<file path="src/rtl/module_de_bounce.sv">
// Push-button debouncer: two-flop synchronizer, stable-high/stable-low run counters,
// and an arm flag so each press gives exactly one single-cycle DB_out pulse.
module module_de_bounce #(
  parameter int N         = 10,
  parameter int N_INHIBIT = 20
) (
  input  logic clk,
  input  logic n_reset,
  input  logic button_in,
  output logic DB_out
);

  localparam int SYNC_STAGES = 2;
  localparam int HW = $clog2(N + 1);
  localparam int LW = $clog2(N_INHIBIT + 1);

  localparam logic [HW-1:0] HIGH_MAX  = HW'(N);
  localparam logic [HW-1:0] HIGH_EDGE = HW'(N - 1);
  localparam logic [LW-1:0] LOW_MAX   = LW'(N_INHIBIT);

  logic [SYNC_STAGES-1:0] sync_reg;
  logic                   sync_in;

  logic [HW-1:0] high_cnt_reg;
  logic [HW-1:0] high_cnt_next;
  logic [LW-1:0] low_cnt_reg;
  logic [LW-1:0] low_cnt_next;
  logic          armed_reg;
  logic          armed_next;
  logic          db_out_reg;
  logic          pulse;

  // Stage 0 captures the raw pin; the last stage is the only level the counters see.
  always_ff @(posedge clk) begin
    if (n_reset) begin
      sync_reg <= '0;
    end else begin
      sync_reg <= {sync_reg[SYNC_STAGES-2:0], button_in};
    end
  end

  assign sync_in = sync_reg[SYNC_STAGES-1];

  always_comb begin
    high_cnt_next = '0;
    low_cnt_next  = '0;
    if (sync_in) begin
      high_cnt_next = (high_cnt_reg == HIGH_MAX) ? HIGH_MAX : high_cnt_reg + 1'b1;
    end else begin
      low_cnt_next = (low_cnt_reg == LOW_MAX) ? LOW_MAX : low_cnt_reg + 1'b1;
    end
  end

  // Only the N-1 -> N step fires, so a held button that sits at saturation never repeats.
  assign pulse = armed_reg && (high_cnt_reg == HIGH_EDGE) && (high_cnt_next == HIGH_MAX);

  always_comb begin
    armed_next = armed_reg;
    if (low_cnt_reg == LOW_MAX) begin
      armed_next = 1'b1;
    end else if (pulse) begin
      armed_next = 1'b0;
    end
  end

  always_ff @(posedge clk) begin
    if (n_reset) begin
      high_cnt_reg <= '0;
      low_cnt_reg  <= '0;
      armed_reg    <= 1'b1;
      db_out_reg   <= 1'b0;
    end else begin
      high_cnt_reg <= high_cnt_next;
      low_cnt_reg  <= low_cnt_next;
      armed_reg    <= armed_next;
      db_out_reg   <= pulse;
    end
  end

  assign DB_out = db_out_reg;

endmodule

</file>
<file path="config.mk">
export PLATFORM = sky130hd
export DESIGN_NAME = module_de_bounce
export DESIGN_NICKNAME = d
export VERILOG_FILES = /design/src/rtl/module_de_bounce.sv
export SDC_FILE = /design/constraint.sdc
export NUM_CORES = 1
export LEC_CHECK = 0
export ABC_CLOCK_PERIOD_IN_PS = 3400
export BUFFER_PORTS_ARGS = -buffer_cell sky130_fd_sc_hd__buf_2
export CELL_PAD_IN_SITES_DETAIL_PLACEMENT = 1
export CELL_PAD_IN_SITES_GLOBAL_PLACEMENT = 1
export CORE_AREA = 2 2 39 41
export DETAILED_ROUTE_END_ITERATION = 8
export DIE_AREA = 0 0 41 43
export PLACE_DENSITY_LB_ADDON = 0.2
export SETUP_SLACK_MARGIN = 0.5
export SYNTH_ARGS = -nofsm -noshare
export SYNTH_HDL_FRONTEND = slang
export SYNTH_SLANG_ARGS = --single-unit
export TNS_END_PERCENT = 5
</file>
<file path="constraint.sdc">
create_clock -name clk -period 3.4 [get_ports clk]
set_clock_uncertainty 0.2 [all_clocks]
set_input_delay 0.51 -clock clk [delete_from_list [all_inputs] [get_ports clk]]
set_output_delay 0.51 -clock clk [all_outputs]
set_load 0.01 [all_outputs]
</file>
==> run_results.csv <==
group,metric,value,unit
synthesis,async_reset_ff_share,0,%
synthesis,ys_seq_area_share,47.2,%
cells_and_area,multi_input_area,269,µm²
global_route,grt_pass1_vias,393,
worst_setup_path,cp-start-kind,"register",
global_route,grt_usage,13.9,%
floorplanning,io_pins,4,
worst_setup_path,reg2reg_depth,5,
cells_and_area,area_growth,11.1,%
worst_hold_path,holdCritStartpoint,"sync_reg[0]$_SDFF_PP0_",
cells_and_area,nFillCells,165,
clock_tree,cts_root_buf,"clkbuf_4",
outcome,status,"completed",
synthesis,syn_nets,67,
worst_setup_path,critPathArrivalTime,1530,ps
timing,setup_violations,0,
synthesis,synth_cell_types,20,
floorplanning,die_w,41,µm
route,vias,414,
timing,max_freq,641,MHz
route,drcViolationCount,0,
floorplanning,num_rows,14,
floorplanning,die_y,43,µm
worst_setup_path,timing.rr.start,"high_cnt_reg[0]$_SDFF_PP0_",
cells_and_area,final_util,44.3,%
global_route,grt_pass1_wl,1.62,mm
synthesis,syn_area,552,µm²
place,placed_area,587,µm²
cells_and_area,finalInstanceArea,613,µm²
floorplanning,core,1380,µm²
synthesis,syn_inst,59,
timing,hold_ws,237,ps
worst_setup_path,crit-reg2reg-capture,"armed_reg$_SDFFE_PP1P_",
route,dr_wl_met3,35,µm
route,m1WireLength,498,µm
timing,finalMaxSlewViolations,0,
job,maxCapViolCount,0,
route,top_layer_used,"met3",
timing,fin_crit_sh,45.9,%
synthesis,synth_enable_flop_cells,0,
global_route,grt_max_degree,9,
floorplanning,floorplan.initialDensity,39.9,%
route,antenna_violating_nets_post_route,0,
worst_hold_path,whs_endpoint,"sync_reg[1]$_SDFF_PP0_",
synthesis,syn_area_per_cell,9.35,µm²
place,dp_hpwl,730,µm
pwr,power.density,441,nW/µm²
worst_setup_path,worst_setup_path_end_kind,"register",
route,dr_wl_met2,402,µm
synthesis,ys_warn_count,0,
clock_tree,clock_latency,280,ps
timing,setup_tns,0,ps
timing,tightest_slew,231,ps
synthesis,synth-seq-cells,13,
worst_setup_path,cpMaxStageDelayCell,"dfxtp_1",
worst_hold_path,min_path_type,"reg2reg",
synthesis,ys.flop_type,"dfxtp_1",
route,drt_pass1_iterations,3,
cells_and_area,final_nets,75,
clock_tree,cts_max_path_buffers,2,
pwr,p_leak,0.247,nW
timing,period_needed,1560,ps
timing,report.final.hold_viol_count,0,
global_route,overflow,0,
timing,relSlewSlack,84.4,%
worst_setup_path,crit_chain,"inv_1 -> ha_1 -> nand4b_1 -> o21ai_0 -> nand3_1",
pwr,ir_drop,0.000243,V
place,numPortBuffers,3,
cells_and_area,register_area,260,µm²
clock_tree,cts-htree-levels,1,
place,routabilityCongestion,0.695,
timing,rsz0062_at_grt,"false",
worst_setup_path,critPathRequiredTime,3370,ps
floorplanning,die_area,1760,µm²
pwr,total_power,0.000270,W
cells_and_area,diodes,0,
clock_tree,clkSinkCount,13,
route,wirelength,936,µm
worst_setup_path,path_class,"reg2reg",
clock_tree,cts.clk_slew.worst_paths,90,ps
route,wire_per_inst,11.4,µm
route,vias_per_cell,5.05,
clock_tree,numCtsBuffers,3,
clock_tree,cts-resized-gates,0,
worst_setup_path,crit_fanout,6,
worst_hold_path,min_delay_path_depth,1,
clock_tree,cts_hold_buf,0,
cells_and_area,largest_reg_flops,5,
global_route,antenna_found_initial,0,
worst_setup_path,rrSetupSlack,1840,ps
clock_tree,cts_tree,"yes",
cells_and_area,drive_gt1_share,9.09,%
route,first_iter_violations,7,
clock_tree,post_cts_buffers,0,
worst_setup_path,cp_slowest_stage_delay,430,ps
==> per-layer routing <==
layer	vias to the layer above	track usage (%)
li1	213	-
met1	195	18.4
met2	6	18.8
met3	0	4.71
met4	0	8.00
met5	-	0
==> where the power goes <==
part	switching (W)	internal, W
Sequential	0.00000420	0.000156
Combinational	0.00000744	0.00000664
Clock	0.0000502	0.0000454
Total	0.0000619	0.000209
==> logic make-up after synthesis <==
group | Yosys count | share of synthesized area [%]
simple gates | 24 | 22.9
flops | 13 | 47.2
compound gates | 7 | 7.94
buf+inv | 6 | 4.08
fa+ha+maj | 5 | 11.3
xor+xnor | 3 | 4.76
mux | 1 | 1.81
==> worst max path at each step <==
stage | cells after the start | to | slack, ps | from
floorplan | 5 | armed_reg$_SDFFE_PP1P_ | 1960 | high_cnt_reg[0]$_SDFF_PP0_
global placement | 5 | armed_reg$_SDFFE_PP1P_ | 1850 | high_cnt_reg[0]$_SDFF_PP0_
detailed placement | 5 | armed_reg$_SDFFE_PP1P_ | 1850 | high_cnt_reg[0]$_SDFF_PP0_
CTS | 4 | DB_out$_SDFF_PP0_ | 1830 | high_cnt_reg[0]$_SDFF_PP0_
global route | 5 | armed_reg$_SDFFE_PP1P_ | 1700 | high_cnt_reg[0]$_SDFF_PP0_
finish | 5 | armed_reg$_SDFFE_PP1P_ | 1840 | high_cnt_reg[0]$_SDFF_PP0_
==> stage by stage <==
step / instances / setup slack [ps]
after global routing: 82 / 1700
after detailed placement: 78 / 1850
final: 82 / 1840
after floorplan: 59 / 1960
after global placement: 78 / 1850
after CTS: 82 / 1830
==> final cells by class <==
| type | count | share of cell area [%] |
|---|---|---|
| clock buffer | 4 | 4.29 |
| tap | 16 | 3.27 |
| timing repair buffer | 3 | 2.45 |
| sequential | 13 | 42.4 |
| inverter | 6 | 3.67 |
| multi-input combinational | 40 | 43.9 |
==> critical path, delay by kind of cell, from the launching register on <==
kind	cells	cell delay (ps)
simple gates	2	290
buf+inv	1	70
fa+ha+maj	1	300
compound gates	1	170
flops	1	430
==> cells in the final DEF, fill, tap and decap left out <==
| master | synthesis | layout |
|---|---|---|
| dfxtp_1 | 13 | 13 |
| nor2_1 | 9 | 9 |
| inv_1 | 6 | 6 |
| ha_1 | 5 | 5 |
| nand3_1 | 4 | 4 |
| nor2b_1 | 3 | 3 |
| xor2_1 | 3 | 3 |
| clkbuf_4 | 0 | 3 |
| buf_2 | 0 | 3 |
| nand2b_1 | 2 | 2 |
| a21oi_1 | 2 | 2 |
| o21ai_0 | 2 | 2 |
| and3b_1 | 1 | 1 |
| a211o_1 | 1 | 1 |
| mux2i_1 | 1 | 1 |
| nor3_1 | 1 | 1 |
| nand4b_1 | 1 | 1 |
| o211ai_1 | 1 | 1 |
| nor4b_1 | 1 | 1 |
| o21a_1 | 1 | 1 |
| nand2_1 | 1 | 1 |
| nor4_1 | 1 | 1 |
| clkbuf_1 | 0 | 1 |
==> synthesized netlist by cell type (all sizes together) (2+ instances only) <==
| cell | count | share of area (%) |
|---|---|---|
| inv | 6 | 4.1 |
| o21ai | 2 | 1.8 |
| nand3 | 4 | 3.6 |
| nor2 | 9 | 6.1 |
| ha | 5 | 11 |
| nand2b | 2 | 2.3 |
| a21oi | 2 | 1.8 |
| xor2 | 3 | 4.8 |
| nor2b | 3 | 3.4 |
| dfxtp | 13 | 47 |
Note: power is estimated with default switching activity, not from simulation.
